**src/rtl/hazard_stall_unit.sv**
```systemverilog
`default_nettype none
// ============================================================================
// Module   : hazard_stall_unit
// Purpose  : Pending-write scoreboard, RAW/memory stall control, EX bubble
//            insertion and stall watchdog for a 5-stage pipeline.
//            Optional macro HAZARD_PERF_EN adds a saturating stall counter.
// Revision : 1.0 - initial release
// ============================================================================
module hazard_stall_unit #(
    parameter int NREG      = 32,
    parameter int REG_W     = 5,
    parameter int STALL_MAX = 255,
    parameter int CNT_W     = 16
) (
    input  logic             clk,
    input  logic             rst,
    input  logic             id_valid,
    input  logic [REG_W-1:0] id_rs1,
    input  logic             id_rs1_used,
    input  logic [REG_W-1:0] id_rs2,
    input  logic             id_rs2_used,
    input  logic [REG_W-1:0] id_rd,
    input  logic             id_rd_we,
    input  logic             wb_valid,
    input  logic [REG_W-1:0] wb_rd,
    input  logic             wb_we,
    input  logic             mem_busy,
    input  logic             flush,
    output logic             write_enable,
    output logic             bubble,
    output logic             deadlock,
    output logic [CNT_W-1:0] stall_count
);

    localparam int c_RUN_W = (STALL_MAX < 2) ? 1 : $clog2(STALL_MAX + 1);
    localparam logic [c_RUN_W-1:0] c_RUN_MAX = c_RUN_W'(STALL_MAX);
    localparam logic [c_RUN_W-1:0] c_RUN_ONE = c_RUN_W'(1);

    logic [NREG-1:0]    r_pending_q;
    logic [NREG-1:0]    w_pending_d;
    logic [c_RUN_W-1:0] r_run_q;
    logic [c_RUN_W-1:0] w_run_d;
    logic               r_deadlock_q;
    logic               w_deadlock_d;

    logic [NREG-1:0]    w_wb_clr;
    logic [NREG-1:0]    w_eff;
    logic [NREG-1:0]    w_rs1_sel;
    logic [NREG-1:0]    w_rs2_sel;
    logic [NREG-1:0]    w_rd_sel;
    logic               w_raw;
    logic               w_issue;

    // One-hot decoders only cover real registers above r0, so r0 and any
    // out-of-range index can never hazard nor be marked pending.
    for (genvar gi = 0; gi < NREG; gi++) begin : g_reg
        if (gi == 0) begin : g_zero
            assign w_wb_clr[gi]  = 1'b0;
            assign w_rs1_sel[gi] = 1'b0;
            assign w_rs2_sel[gi] = 1'b0;
            assign w_rd_sel[gi]  = 1'b0;
        end else begin : g_nonzero
            assign w_wb_clr[gi]  = wb_valid & wb_we & (wb_rd == REG_W'(gi));
            assign w_rs1_sel[gi] = (id_rs1 == REG_W'(gi));
            assign w_rs2_sel[gi] = (id_rs2 == REG_W'(gi));
            assign w_rd_sel[gi]  = (id_rd == REG_W'(gi));
        end
    end

    // A write retiring this cycle is already visible to ID's register read.
    assign w_eff = r_pending_q & ~w_wb_clr;

    assign w_raw = id_valid & ~flush &
                   ((id_rs1_used & (|(w_eff & w_rs1_sel))) |
                    (id_rs2_used & (|(w_eff & w_rs2_sel))));

    assign write_enable = rst | (~mem_busy & ~w_raw);
    assign bubble       = ~rst & w_raw & ~mem_busy;
    assign deadlock     = r_deadlock_q;

    assign w_issue = id_valid & ~flush & write_enable & id_rd_we & (|w_rd_sel);

    always_comb begin
        w_pending_d  = w_eff | (w_issue ? w_rd_sel : '0);
        w_run_d      = '0;
        w_deadlock_d = r_deadlock_q;
        if (!write_enable) begin
            w_run_d = (r_run_q == c_RUN_MAX) ? r_run_q : r_run_q + c_RUN_ONE;
        end
        if (w_run_d == c_RUN_MAX && !write_enable) begin
            w_deadlock_d = 1'b1;
        end
    end

    always_ff @(posedge clk) begin
        if (rst) begin
            r_pending_q  <= '0;
            r_run_q      <= '0;
            r_deadlock_q <= 1'b0;
        end else begin
            r_pending_q  <= w_pending_d;
            r_run_q      <= w_run_d;
            r_deadlock_q <= w_deadlock_d;
        end
    end

`ifdef HAZARD_PERF_EN
    logic [CNT_W-1:0] r_stall_cnt_q;
    logic [CNT_W-1:0] w_stall_cnt_d;

    always_comb begin
        w_stall_cnt_d = r_stall_cnt_q;
        if (!write_enable && r_stall_cnt_q != '1) begin
            w_stall_cnt_d = r_stall_cnt_q + CNT_W'(1);
        end
    end

    always_ff @(posedge clk) begin
        if (rst) begin
            r_stall_cnt_q <= '0;
        end else begin
            r_stall_cnt_q <= w_stall_cnt_d;
        end
    end

    assign stall_count = r_stall_cnt_q;
`else
    assign stall_count = '0;
`endif

endmodule
`default_nettype wire

```
**config.mk**
```make
export PLATFORM = sky130hd
export DESIGN_NAME = hazard_stall_unit
export DESIGN_NICKNAME = d
export VERILOG_FILES = /design/src/rtl/hazard_stall_unit.sv
export SDC_FILE = /design/constraint.sdc
export NUM_CORES = 1
export LEC_CHECK = 0
export CORE_ASPECT_RATIO = 1.75
export CORE_MARGIN = 5
export CORE_UTILIZATION = 50
export DETAILED_ROUTE_END_ITERATION = 16
export GPL_TIMING_DRIVEN = 1
export PLACE_DENSITY_LB_ADDON = 0.2
export SETUP_SLACK_MARGIN = 0.05
export SYNTH_ARGS = -nofsm -noshare
export SYNTH_HDL_FRONTEND = slang
export SYNTH_SLANG_ARGS = --single-unit
```
**constraint.sdc**
```tcl
create_clock -name clk -period 2.8 [get_ports clk]
set_input_delay 0.42 -clock clk [delete_from_list [all_inputs] [get_ports clk]]
set_output_delay 0.42 -clock clk [all_outputs]
set_load 0.005 [all_outputs]
```
Word-level counts from Yosys, hierarchy flattened
Index checks and enable logic that the tools add are counted.
{ "totals": {"elab_cells": 191, "n_memories": 0, "latchBits": 0, "input_bits": 30, "ff_bits": 41, "ram_bits": 0, "out_inout_bits": 19, "mem_bits_ro": 0} }
{ "classes": {"n_div": 0, "mux": 3, "eq_ne": 126, "n_reduce_logical": 5, "mul": 0, "n_bitwise": 53, "shift": 0, "addsub": 1, "order_cmp": 0} }
{ "op_table": {"columns": ["op", "n"], "rows": [
  ["$eq 5x5->1 const B", 64],
  ["$eq 5x4->1 const B", 32],
  ["$and 32x32->32", 3],
  ["$eq 5x3->1 const B", 16],
  ["$reduce_or 32->1", 2],
  ["$and 1x1->1", 42],
  ["$eq 5x2->1 const B", 8],
  ["$mux 32", 1],
  ["$not 32->32", 1],
  ["$or 32x32->32", 1],
  ["$reduce_or 31->1", 1],
  ["$eq 5x1->1 const B", 4],
  ["$eq 8x8->1 const B", 2],
  ["$mux 8", 2],
  ["$add 8x1->8 const B", 1],
  ["$not 1->1", 4],
  ["$or 1x1->1", 2],
  ["$logic_and 1x1->1", 1],
  ["$logic_not 1->1", 1]
]} }

Longest topological paths before layout
Gate-level depths: netlist (run 1).
{ "logic_depth": {"depth_word": 17, "ltp_mapped": 11, "ltp_nobuf": 8} }

Worst setup path before layout (run 1)
No wires, ideal clock.
{ "synth_path": {"path_type": "input to output", "startpoint": "input port wb_rd[0]", "endpoint": "output port write_enable", "path_buffers": 2, "arrival_time_ps": 2586, "path_stages": 10, "setup_slack_ps": -206, "required_ps": 2380, "path_cell_list": "buf_2 -> or4b_4 -> o21ai_2 -> o22ai_1 -> a2111oi_2 -> o22ai_1 -> nor4_4 -> o31ai_2 -> clkbuf_1 -> inv_1"} }
{ "synth_between": {"elab_chain_len": 12, "word_cells_on_any_way": 75, "classes_between": "31 x eq/ne; 42 x bitwise; 2 x reduce/logical"} }
{ "synth_rtl": {"columns": ["element", "line_no", "source"], "rows": [
  ["start: declaration", "25", "input logic [REG_W-1:0] wb_rd,"],
  ["$eq 5x1->1, or another cell as far along", "63", "assign w_wb_clr[gi] = wb_valid & wb_we & (wb_rd == REG_W'(gi));"],
  ["$and 1x1->1", "63", null],
  ["$not 32->32 (*)", "71", "assign w_eff = r_pending_q & ~w_wb_clr;"],
  ["$and 32x32->32 (*)", "71", null],
  ["$and 32x32->32 (on tied branches)", "74, 75", null],
  ["$reduce_or 32->1 (on tied branches)", "74, 75", null],
  ["$and 1x1->1 (on tied branches)", "74, 75", null],
  ["$or 1x1->1 (*)", "74", "((id_rs1_used & (|(w_eff & w_rs1_sel))) |"],
  ["$and 1x1->1 (*)", "73", "assign w_raw = id_valid & ~flush &"],
  ["$not 1->1 (*)", "77", "assign write_enable = rst | (~mem_busy & ~w_raw);"],
  ["$and 1x1->1 (*)", "77", null],
  ["$or 1x1->1 (*)", "77", null],
  ["end: declaration", "29", "output logic write_enable,"]
]} }
Every way passes the cells marked *; elsewhere a longest branch is shown, timed or not.

Worst setup path after layout (run 1)
Same ends and word-level chain as after synthesis.

==> results by group, run 1 <==
Power
  – Comb power frac: 28.6%
  – Power per cell area: 272 nW/µm²
  – Psw: 0.000417 W
  – Switching share of total power: between 30% and 40%
  – Clock power frac: 28.0%
  – Leak pwr: 1.83 nW
  – Maximum vdd drop: about 390 µV
  – Seq pwr share: 43.4%
  – Internal power: 0.000912 W

Critical path
  – CP max FO: 7
  – Worst setup EP type: output port
  – Worst reg-to-reg path cell count: 11
  – Kind of critical path: input pin to output port
  – Crit path DAT: 2860 ps
  – Worst EP required: 2380 ps
  – Crit path launch type: input pin

Clocking
  – Clock Latency Late Sink: about 300 ps
  – CTS tree: yes
  – CTS HTree Levels: 2
  – Num Clock Sinks: 40
  – CTS Hold Bufs: 0
  – Clock buffer depth: 2
  – Root buffer cell: clkbuf_8
  – Num CTS Buffers: 5
  – CTS clk-pin slew, worst paths: 80 ps

Synthesis
  – Post-synth EDFFs: 0
  – Main synth FF type: dfxtp_1
  – Synthesis Warnings: 0
  – Sequential area share after synthesis: 25.0%
  – Syn_area_per_cell: 7.75 µm²
  – Mapped Cells: 413
  – Ys async rst share: 0%
  – Synthesized area: around 3200 µm²
  – Yosys reg bits: 40
  – Netlist cell types: 63

Global route
  – GRT Overall Usage: 33.8%
  – Gr ovfl total: 0
  – Routing usage on met3: 4.34%
  – Largest net degree at the start of global routing: 34
  – Global-route wire length before repair: 21400 µm
  – Most Used Layer, Global Route: met2
  – GR met2 Demand/Resource: 60.1%
  – Number of global-route vias before repair: 4024
  – Met1 usage: 34.8%
  – Number of antenna violations at the first check in global routing: 0

Outcome
  – Failing checks: negative setup slack
  – Status: complete, but fails checks

Drt
  – DRC Markers: 0
  – Router iterations before antenna repair: 5
  – Routed Antenna Nets: 0
  – DRT iter0 DRCs: 372
  – Via count: 4094
  – Routed length per instance: 22.6 µm
  – Routed vias/inst: 6.56
  – WL final: 14100 µm

STA
  – RSZ-0062 raised after global routing: true
  – Worst Tran Pin Value: 763 ps
  – Setup violators final: 42
  – Worst Skew: 5.15 ps
  – Max_slew headroom: between 40 and 50%
  – Fin crit period: 3280 ps
  – FMAX: 305 MHz
  – Pins over their slew limit: 0
  – Setup tns final: -8740 ps
  – Final worst setup slack: -481 ps
  – Fin crit share: 117%
  – Final Hold Violating Endpoints: 0

Floorplanning
  – Total core area: 6230 µm²
  – Starting Density: roughly half
  – Die X: between 70 and 80 µm
  – Die area: between 8000 and 9000 µm²
  – IO Count: 49
  – FP Rows: 38
  – Die H: 116 µm

Finish
  – # diodes: 0
  – Most frequent cells in the layout: buf_4, dfxtp_1, nand2_1
  – Nets: 575
  – Design Area, Final: 4880 µm²
  – Register Area: 801 µm²
  – P&R area growth vs syn: 52.5%
  – Area of the multi-input gates: 2480 µm²
  – Filler cell count: approximately 440
  – Post-Layout Cell Count: 624
  – Commonest non-fill, non-tap cell in the layout: buf_4
  – Share of layout cells above drive strength 1: 39.7%

Run
  – Max_cap viols: 0

Min path
  – Hold path depth: 1
  – HP Class: register to register

Placement
  – Routability cong.: 1.01
  – Hpwl dp: around 10000 µm
  – I/O Buffers: 32
  – Worst slack, placed: -1240 ps
  – DP Area: 4230 µm²
  – Placed instance count: 594
## state kept, by name, summed over array words and instances, names as in the netlist
name,flops
r_run_q,8
r_pending_q,31
deadlock,1
## power by group through the flow
| stage | logic, W | clock network [W] | registers, W |
|---|---|---|---|
| floorplan | 0.000168 | 0 | 0.000588 |
| global placement | 0.000304 | 0 | 0.000589 |
| detailed placement | 0.000306 | 0 | 0.000589 |
| CTS | 0.000351 | 0.000373 | 0.000576 |
| global route | 0.000402 | 0.000404 | 0.000576 |
| finish | 0.000380 | 0.000372 | 0.000577 |
## cells by family (layout without fill, tap and decap cells)
logic type               after synthesis  count (layout)  share of synthesized area, %
AO/OA/AOI/OAI                        120             120                          28.0
XOR/XNOR                               5               5                          1.37
adder cells (fa/ha/maj)                1               1                         0.391
buffers and inverters                 64             180                          10.3
flip-flops                            40              40                          25.0
multiplexers                           6               6                          1.96
other                                  1              16                         0.117
AND/OR/NAND/NOR                      176             176                          32.8
## layout make-up
type                    count  area share, %
multi-input cells         324           50.9
repair buffers            162           28.1
flip-flops and latches     40           16.4
well taps                  80           2.05
clock buffers               5           1.41
inverters                  11          0.846
clock inverters             2          0.256
## worst paths after layout
check	from	to	slack [ps]
max	wb_rd[0]	write_enable	-480
min	deadlock$_SDFFE_PP0P_	deadlock$_SDFFE_PP0P_	520
max reg2reg	r_pending_q[8]$_SDFF_PP0_	r_pending_q[28]$_SDFF_PP0_	120
min reg2reg	deadlock$_SDFFE_PP0P_	deadlock$_SDFFE_PP0P_	520
## worst max-delay path: stages
cell      delay, ps
buf_6           120
buf_6           120
buf_4           150
or4_4           570
o21ai_0         260
a21oi_1         130
a211oi_1        230
o22ai_1         150
nor4_4          240
buf_4           170
buf_6           100
o31ai_4          50
inv_2            60
buf_6            80
## stage by stage
stage | util, % | hold WS (ps) | power [W]
final | 78.3 | 517 | 0.00133
after CTS | 75.5 | 505 | 0.00130
after floorplan | - | 462 | 0.000756
after global routing | 78.3 | 534 | 0.00138
after global placement | 67.9 | 467 | 0.000893
after detailed placement | 67.9 | 477 | 0.000895
## synthesized netlist by cell type (3+ instances only)
library cell	count	area share [%]
nand4bb_1	5	1.8
nand3_1	21	3.3
o31ai_1	6	1.4
and4b_1	3	0.94
or2_2	3	0.59
o21ai_0	29	4.5
xor2_1	3	0.82
nand2b_1	10	2.0
nand4_1	12	2.3
o21ai_2	3	0.82
nand2_1	29	3.4
clkbuf_1	27	3.2
nand4b_1	3	0.82
or3_1	9	1.8
o21ai_1	6	0.94
o211a_1	5	1.6
nor2_1	11	1.3
o32ai_2	7	3.6
and2_1	3	0.59
buf_6	3	1.1
o22ai_1	24	4.7
buf_2	5	0.78
o41ai_1	3	0.82
o211ai_1	6	1.4
or4_1	4	0.94
o32ai_1	7	1.9
and3_1	3	0.59
buf_4	16	3.8
a21oi_1	6	0.94
inv_1	10	1.2
nor4_1	13	2.5
nor3_1	23	3.6
nand3b_1	4	0.94
mux2i_1	4	1.3
dfxtp_1	40	25
nor2b_1	9	1.8
## repair_timing
| item | CTS | global route |
|---|---|---|
| setup endpoints to repair | 42 | 42 |
| resized for setup | 94 | 45 |
| setup buffers | 16 | 6 |
| pin swaps | 33 | 22 |
| gates cloned | 1 | 1 |
| hold endpoints to repair | 0 | 0 |
## metal layers
metal	part of all wire (%)	wire length [µm]
met5	0	0
met4	9.8	1380
met3	6.4	899
met2	49	6940
met1	34	4850
Power figures use the tool's default switching activity.
==> run 2: changes to the inputs <==
- REMOVE_ABC_BUFFERS: unset -> 1
==> run 2 against run 1 <==
Against the previous run:
- the run still ends with negative setup slack left
- count of clock-buffer cells in the layout rose by 3
- non-clock buffer count is 1 higher
- highest routed layer unchanged
- sequential share of layout area is 0.21 points lower
- largest cell class unchanged
- final area increased by 1.3%
- combinational power grew 1%
- worst setup slack worse by 140 ps
- clock skew shrank 0.53 ps
- global-route usage rose by 0.93 points
==> results by group, run 2 (synthesis results as in run 1) <==
Outcome
  – Status: complete, but fails checks
  – Failing checks: negative setup slack

STA
  – Worst Tran Pin Value: around 770 ps
  – Fin crit share: 122%
  – RSZ-0062 raised after global routing: true
  – Setup violators final: 42
  – FMAX: 293 MHz
  – Fin crit period: 3420 ps
  – Final Hold Violating Endpoints: 0
  – WHS: ~530 ps
  – Final worst setup slack: -618 ps
  – Max_slew headroom: 48.3%
  – Worst Skew: ~4.6 ps
  – Pins over their slew limit: 0

Clocking
  – Root buffer cell: clkbuf_8
  – Clock buffer depth: 2
  – Num CTS Buffers: 5
  – CTS tree: yes
  – Num Clock Sinks: 40
  – CTS HTree Levels: 2
  – Clock Latency Late Sink: between 300 and 400 ps
  – CTS Hold Bufs: 0
  – CTS clk-pin slew, worst paths: about 70 ps

Finish
  – P&R area growth vs syn: 54.5%
  – Top reg by flops: r_pending_q
  – # diodes: 0
  – Max reg flops: 31
  – Share of layout cells above drive strength 1: 41.0%
  – Commonest non-fill, non-tap cell in the layout: buf_4
  – Filler cell count: 422
  – Area of the multi-input gates: 2550 µm²
  – Register Area: 801 µm²
  – Nets: 576
  – Most frequent cells in the layout: buf_4, dfxtp_1, nand2_1

Power
  – Psw: approximately 0.00042 W
  – Switching share of total power: about 31%
  – Maximum vdd drop: about 430 µV
  – Power per cell area: 276 nW/µm²
  – Clock power frac: a little under 30%
  – Internal power: roughly 0.00094 W
  – Comb power frac: 28.2%
  – Seq pwr share: between 40% and 50%
  – Total power: ~0.0014 W
  – Leak pwr: 1.85 nW

Drt
  – DRT iter0 DRCs: around 380
  – DRC Markers: 0
  – Routed Antenna Nets: 0
  – Router iterations before antenna repair: 6
  – WL final: 14600 µm
  – Via count: roughly 4200
  – Routed length per instance: 23.4 µm
  – Routed vias/inst: 6.64

Critical path
  – CP max-delay cell: nor4_4
  – CP top delay family: buffers and inverters
  – R2R setup slack: 210 ps
  – Worst EP required: about 2400 ps
  – Crit path launch type: input pin
  – Kind of critical path: input pin to output port
  – Worst setup EP type: output port
  – Crit path cell chain: buf_2 > buf_4 > nand4bb_1 > o21ai_1 > buf_4 > buf_4 > nor3_1 > a2111oi_2 > o22ai_2 > nor4_4 > buf_6 > nor4_2 > buf_2
  – Crit path DAT: ~3000 ps
  – Worst Path Buf+Inv: 6
  – Worst path max stage delay: about 450 ps
  – CP max FO: 10
  – CP dominant cell by count: buf_4

Global route
  – Gr ovfl total: 0
  – Number of global-route vias before repair: around 4100
  – Largest net degree at the start of global routing: 43
  – Global-route wire length before repair: 21600 µm
  – GRT Overall Usage: 34.7%
  – Number of antenna violations at the first check in global routing: 0

Run
  – Max_cap viols: 0

Floorplanning
  – IO Count: 49
  – Die X: 70.5 µm
  – Total core area: 6230 µm²
  – Die H: 116 µm
  – Starting Density: ~51%
  – FP Rows: 38
  – Die area: 8160 µm²

Placement
  – I/O Buffers: 32
  – Hpwl dp: 10400 µm
  – Routability cong.: 1.06

Min path
  – HP Class: register to register
==> run 2: cell type report <==
| type | instances | share of cell area [%] |
|---|---|---|
| clock buffer | 8 | 1.82 |
| sequential | 40 | 16.2 |
| multi-input combinational | 324 | 51.5 |
| tap | 80 | 2.02 |
| inverter | 11 | 0.835 |
| timing repair buffer | 163 | 27.6 |
==> run 2: power by group through the flow <==
stage | logic (W) | clock network (W) | registers [W]
after floorplan | 0.0000997 | 0 | 0.000588
after global placement | 0.000306 | 0 | 0.000589
after detailed placement | 0.000309 | 0 | 0.000590
after CTS | 0.000336 | 0.000405 | 0.000576
after global routing | 0.000404 | 0.000428 | 0.000577
final | 0.000385 | 0.000405 | 0.000577
==> run 2: stage by stage <==
step / cells / setup WS, ps / utilization (%) / area [µm²] / TNS, ps
3_5_place_dp: 597 / -1350 / 67.9 / 4230 / -40590
5_1_grt: 626 / -688 / 79.4 / 4940 / -15320
4_1_cts: 614 / -436 / 73.7 / 4590 / -2240
2_1_floorplan: 375 / -848 / - / 2970 / -20320
6_report: 626 / -618 / 79.4 / 4940 / -11720
3_3_place_gp: 597 / -1350 / 67.9 / 4230 / -39670
==> run 2: tightest hold or removal path, delay by kind of cell (launching register included) <==
kind | cells | cell delay, ps
flops | 1 | 330
compound gates | 2 | 170
==> run 2: worst paths after layout <==
kind,end,start,cells past startpoint
worst max-delay path,bubble,wb_rd[0],13
worst max register to register,r_pending_q[1]$_SDFF_PP0_,r_pending_q[27]$_SDFF_PP0_,11
worst min-delay path,r_pending_q[29]$_SDFF_PP0_,r_pending_q[29]$_SDFF_PP0_,2
worst min register to register,r_pending_q[29]$_SDFF_PP0_,r_pending_q[29]$_SDFF_PP0_,2
==> run 2: layer usage <==
| metal | share of wire [%] | global-route usage (%) |
|---|---|---|
| met3 | 6.1 | 5.21 |
| met2 | 49 | 60.6 |
| met4 | 9.9 | 31.3 |
| met1 | 35 | 35.1 |
| met5 | 0 | 0 |
==> run 2: timing repair <==
action | in CTS | in global routing
pin swaps | 27 | 20
gates resized for setup | 79 | 56
setup buffers | 8 | 12
setup endpoints to repair | 42 | 42
cloned | 1 | 1
